### src/rtl/serial_subtractor.sv
// serial_subtractor: bit-serial two's-complement subtractor, DIFF = A - B,
// processed LSB first, one full-subtractor cell per clock with a borrow
// flip-flop carrying the borrow between bits. Controlled by start/busy/done.
// Optional build macro: SERSUB_OVF_EN adds the signed-overflow output ovf.
module serial_subtractor #(
   parameter int WIDTH = 8
) (
   input  logic             clk,
   input  logic             rst_n,
   input  logic             start,
   input  logic [WIDTH-1:0] a,
   input  logic [WIDTH-1:0] b,
   output logic             busy,
   output logic             done,
   output logic [WIDTH-1:0] diff,
   output logic             bout
`ifdef SERSUB_OVF_EN
   ,
   output logic             ovf
`endif
);

   // Counter holds 0..WIDTH-1 with headroom so it can never wrap.
   localparam int CW = $clog2(WIDTH) + 1;

   typedef enum logic [1:0] {
      IDLE  = 2'd0,
      SHIFT = 2'd1,
      DONE  = 2'd2
   } state_t;

   // One full-subtractor cell: returns {borrow_out, difference_bit}.
   function automatic logic [1:0] fs_cell(input logic ai, input logic bi, input logic bri);
      logic d;
      logic bo;
      d  = ai ^ bi ^ bri;
      bo = (~ai & bi) | (~(ai ^ bi) & bri);
      fs_cell = {bo, d};
   endfunction

   state_t           state_r;
   state_t           state_s;
   logic [WIDTH-1:0] a_sh_r;
   logic [WIDTH-1:0] b_sh_r;
   logic [WIDTH-1:0] res_r;
   logic [CW-1:0]    cnt_r;
   logic             br_r;
   logic [WIDTH-1:0] diff_r;
   logic             bout_r;
   logic             busy_r;
   logic             done_r;
   logic [1:0]       cell_s;
   logic             d_s;
   logic             br_nxt_s;
   logic             last_s;
   logic             accept_s;
`ifdef SERSUB_OVF_EN
   logic             ovf_r;
`endif

   // Current-bit subtract, last-bit detect and start acceptance.
   always_comb begin
      cell_s   = fs_cell(a_sh_r[0], b_sh_r[0], br_r);
      d_s      = cell_s[0];
      br_nxt_s = cell_s[1];
      last_s   = (cnt_r == CW'(WIDTH - 1));
      accept_s = start && (state_r != SHIFT);
   end

   // Next-state logic: IDLE/DONE accept start, SHIFT runs WIDTH bits, DONE lasts one cycle.
   always_comb begin
      state_s = state_r;
      case (state_r)
         IDLE: begin
            if (start) begin
               state_s = SHIFT;
            end else begin
               state_s = IDLE;
            end
         end
         SHIFT: begin
            if (last_s) begin
               state_s = DONE;
            end else begin
               state_s = SHIFT;
            end
         end
         DONE: begin
            if (start) begin
               state_s = SHIFT;
            end else begin
               state_s = IDLE;
            end
         end
         default: begin
            state_s = IDLE;
         end
      endcase
   end

   // State register plus registered busy/done decoded from the next state.
   always_ff @(posedge clk or negedge rst_n) begin
      if (!rst_n) begin
         state_r <= IDLE;
         busy_r  <= 1'b0;
         done_r  <= 1'b0;
      end else begin
         state_r <= state_s;
         busy_r  <= (state_s == SHIFT);
         done_r  <= (state_s == DONE);
      end
   end

   // Datapath: load operands on accept, shift one bit per SHIFT cycle,
   // publish diff/bout (and ovf) only on the final bit so partial results stay hidden.
   always_ff @(posedge clk or negedge rst_n) begin
      if (!rst_n) begin
         a_sh_r <= {WIDTH{1'b0}};
         b_sh_r <= {WIDTH{1'b0}};
         res_r  <= {WIDTH{1'b0}};
         cnt_r  <= {CW{1'b0}};
         br_r   <= 1'b0;
         diff_r <= {WIDTH{1'b0}};
         bout_r <= 1'b0;
`ifdef SERSUB_OVF_EN
         ovf_r  <= 1'b0;
`endif
      end else if (accept_s) begin
         a_sh_r <= a;
         b_sh_r <= b;
         cnt_r  <= {CW{1'b0}};
         br_r   <= 1'b0;
      end else if (state_r == SHIFT) begin
         a_sh_r <= {1'b0, a_sh_r[WIDTH-1:1]};
         b_sh_r <= {1'b0, b_sh_r[WIDTH-1:1]};
         res_r  <= {d_s, res_r[WIDTH-1:1]};
         br_r   <= br_nxt_s;
         cnt_r  <= cnt_r + CW'(1);
         if (last_s) begin
            diff_r <= {d_s, res_r[WIDTH-1:1]};
            bout_r <= br_nxt_s;
`ifdef SERSUB_OVF_EN
            // On the last bit the shift registers' LSBs are the captured sign bits.
            ovf_r  <= (a_sh_r[0] != b_sh_r[0]) && (d_s != a_sh_r[0]);
`endif
         end
      end
   end

   assign busy = busy_r;
   assign done = done_r;
   assign diff = diff_r;
   assign bout = bout_r;
`ifdef SERSUB_OVF_EN
   assign ovf  = ovf_r;
`endif

endmodule

### config.mk
export PLATFORM = sky130hd
export DESIGN_NAME = serial_subtractor
export DESIGN_NICKNAME = d
export VERILOG_FILES = /design/src/rtl/serial_subtractor.sv
export SDC_FILE = /design/constraint.sdc
export NUM_CORES = 1
export LEC_CHECK = 0
export BUFFER_PORTS_ARGS = -buffer_cell sky130_fd_sc_hd__buf_2
export CORE_MARGIN = 2
export CORE_UTILIZATION = 30
export DETAILED_ROUTE_END_ITERATION = 8
export GPL_TIMING_DRIVEN = 0
export PLACE_DENSITY = 0.49
export SKIP_LAST_GASP = 1
export SYNTH_ARGS = -nofsm -noshare
export SYNTH_HDL_FRONTEND = slang
export SYNTH_SLANG_ARGS = --single-unit
### constraint.sdc
create_clock -name clk -period 1.49 [get_ports clk]
set_clock_uncertainty 0.2 [all_clocks]
set_input_delay 0.298 -clock clk [delete_from_list [all_inputs] [get_ports clk]]
set_output_delay 0.298 -clock clk [all_outputs]
set_load 0.1 [all_outputs]
==> flow_metrics.tcl <==
set metrics [dict create \
    drtIter0Drc 51 \
    min_path_type "primary input to async pin" \
    fill_cells 558 \
    grt_antenna_before_repair 0 \
    crit_type "flip-flop to flip-flop" \
    vias 1242 \
    die_area_um2 6370 \
    seq_power_share_pct 35.7 \
    whs_ns -0.0754 \
    synthCells 155 \
    period_share_pct 108 \
    ant_nets 0 \
    clock-sinks 41 \
    fmax_mhz 622 \
    n_antenna_cell 0 \
    peakVddDrop_uv 1470 \
    ios 30 \
    portBuffers 28 \
    slew_headroom_pct 41.3 \
    fin_crit_ns 1.61 \
    die_h_um 79.8 \
    yosysWarnings 0 \
    drc 0 \
    final_cell_mix "41 x dfrtp_1, 38 x nand2_1, 20 x o21ai_0, 19 x buf_2" \
    cts.clk_slew.worst_paths_ns 0.08 \
    groute.usage.overall_pct 12.8 \
    critPathLaunchType "flip-flop" \
    syn_area_um2 1730 \
    p_int_mw 2.88 \
    rsz0062_at_grt "yes" \
    setup_viol 10 \
    p_per_area_nw_per_um2 2410 \
    setup_ws_ns -0.118 \
    dp_slack_ns -0.410 \
    met1_length_mm 1.59 \
    violations "hold timing, setup timing" \
    clock_latency_ns 0.28 \
    grt-ovfl-total 0 \
    synth_cell_types 18 \
    worst_pin_slew_ns 0.880 \
    routed.top_layer "met4" \
    wl_met3_um 130 \
    hold_viol 41 \
    crit_arrival_ns 1.58 \
    die_w_um 79.8 \
    cp_max_fo 4 \
    gp_congestion 0.721 \
    rows 27 \
    numCtsBuffers 5 \
    worstPathRequired_ns 1.46 \
    leakage_nw 1.11 \
    wl_met2_mm 1.80 \
    sw_frac_of_total_pct 46.4 \
    layout_commonest_cell "dfrtp_1" \
    synth-seq-cells 41 \
    combPwrFrac_pct 50.9 \
    routed_via_density 4.58 \
    switching_power_mw 2.49 \
    crit_path_start "cnt_r[0]$_DFFE_PN0P_" \
    totalWireLength_mm 3.57 \
    dpl.hpwl_mm 2.33 \
    outcome "finished with violations" \
    cts_tree "yes" \
    r2r-start "cnt_r[0]$_DFFE_PN0P_" \
    drv_slew 0 \
    maxCapViolations 0 \
    cts.htree.levels 2 \
    grt_pass1_wl_mm 6.20 \
    reg2reg_setup_slack_ns -0.12 \
    clock_path_buffers 2 \
    grt_pass1_vias 1249 \
    yosysSeqAreaShare_pct 59.5 \
    synth_nets 176 \
    core_um2 5540 \
    syn2layout_area_growth_pct 29.2 \
    avgSynthCellArea_um2 11.1 \
    cts_root_buffer "clkbuf_8" \
    cp-end-kind "flip-flop" \
    start_util_pct 31.1 \
    clock_power_share_pct 13.4 \
    avgRoutedWirePerCell_um 13.2 \
    nets 220 \
    grt_max_degree 42 \
    first_pass_iters 4 \
    drive_gt1_share_pct 32.7 \
]
==> repair_timing <==
item                                    in CTS  in global routing
endpoints found under the setup margin      46                 35
pin swaps                                    2                  1
resized for setup                           32                  9
endpoints found under the hold margin       41                  0
cloned                                       0                  0
buffers inserted                             7                  4
==> flip-flops by register name, summed over array words and instances, names as in the netlist <==
signal / cells
done: 1
br_r: 1
busy: 1
cnt_r: 4
res_r: 7
diff: 8
bout: 1
state_r: 2
b_sh_r: 8
a_sh_r: 8
==> cells by family after synthesis <==
kind of cell | Yosys count | share of synthesized area (%)
buffers and inverters | 13 | 3.41
adder cells (fa/ha/maj) | 2 | 1.89
AND/OR/NAND/NOR | 52 | 13.1
AO/OA/AOI/OAI | 20 | 5.80
flip-flops | 41 | 59.5
multiplexers | 27 | 16.3
==> cells in the mapped netlist <==
cell type	instances	share of area (%)
nand3b_1	1	0.44
and2b_1	1	0.44
o21ai_0	20	5.8
nand2_1	39	8.5
inv_1	4	0.87
nor2_1	2	0.44
fa_1	1	1.2
clkbuf_1	6	1.3
nand2b_1	1	0.36
dfrtp_1	41	59
nand3_1	5	1.5
buf_2	2	0.58
nor3_1	2	0.58
nor3_4	1	0.94
mux2_2	9	5.9
mux2i_1	18	10
ha_1	1	0.73
buf_6	1	0.65
==> area by class of cell <==
type | count | area (um^2) | share of cell area [%]
Tap cell | 72 | 90.1 | 4.04
Clock buffer | 7 | 86.3 | 3.87
Buffer | 7 | 48.8 | 2.19
Multi-Input combinational cell | 101 | 698 | 31.3
Timing Repair Buffer | 39 | 265 | 11.9
Sequential cell | 41 | 1030 | 46.0
Inverter | 4 | 15.0 | 0.673
==> critical path, stage by stage (launching register included) <==
cell and delay [ns]:
dfrtp_1 0.40, ha_4 0.17, nand2_4 0.06, nor3_4 0.21, buf_6 0.17, mux2_4 0.29
==> power by group through the flow <==
stage / clock, mW / sequential [mW] / combinational, mW
2_1_floorplan: 0 / 2.85 / 0.888
3_3_place_gp: 0 / 1.88 / 2.30
3_5_place_dp: 0 / 1.91 / 2.34
4_1_cts: 0.750 / 1.91 / 2.69
5_1_grt: 0.802 / 1.99 / 2.94
6_report: 0.716 / 1.92 / 2.73
==> metrics by stage <==
| step | cell area (um^2) | total power [mW] | cells | TNS (ns) | util [%] |
|---|---|---|---|---|---|
| after global placement | 1960 | 4.18 | 255 | -6.05 | 35.3 |
| after floorplan | 1730 | 3.74 | 155 | -1.35 | - |
| after global routing | 2230 | 5.74 | 271 | -1.61 | 40.2 |
| after detailed placement | 1960 | 4.25 | 255 | -6.55 | 35.3 |
| after CTS | 2190 | 5.35 | 269 | -1.13 | 39.6 |
| final | 2230 | 5.36 | 271 | -0.918 | 40.2 |
==> final timing paths <==
check | endpoint | cells after the start
max in group asynchronous | cnt_r[0]$_DFFE_PN0P_ | 1
setup / recovery | diff[2]$_DFFE_PN0P_ | 5
setup reg to reg | diff[2]$_DFFE_PN0P_ | 5
hold reg to reg | res_r[1]$_DFFE_PN0P_ | 2
hold / removal | b_sh_r[6]$_DFFE_PN0P_ | 1
min in group clk | a_sh_r[7]$_DFFE_PN0P_ | 3
==> metal layers <==
layer | global-route usage [%] | vias up
met5 | 0 | -
met3 | 3.05 | 4
li1 | - | 599
met1 | 16.3 | 613
met4 | 5.59 | 0
met2 | 20.7 | 26
No activity file was read; power rests on OpenSTA's default activity.
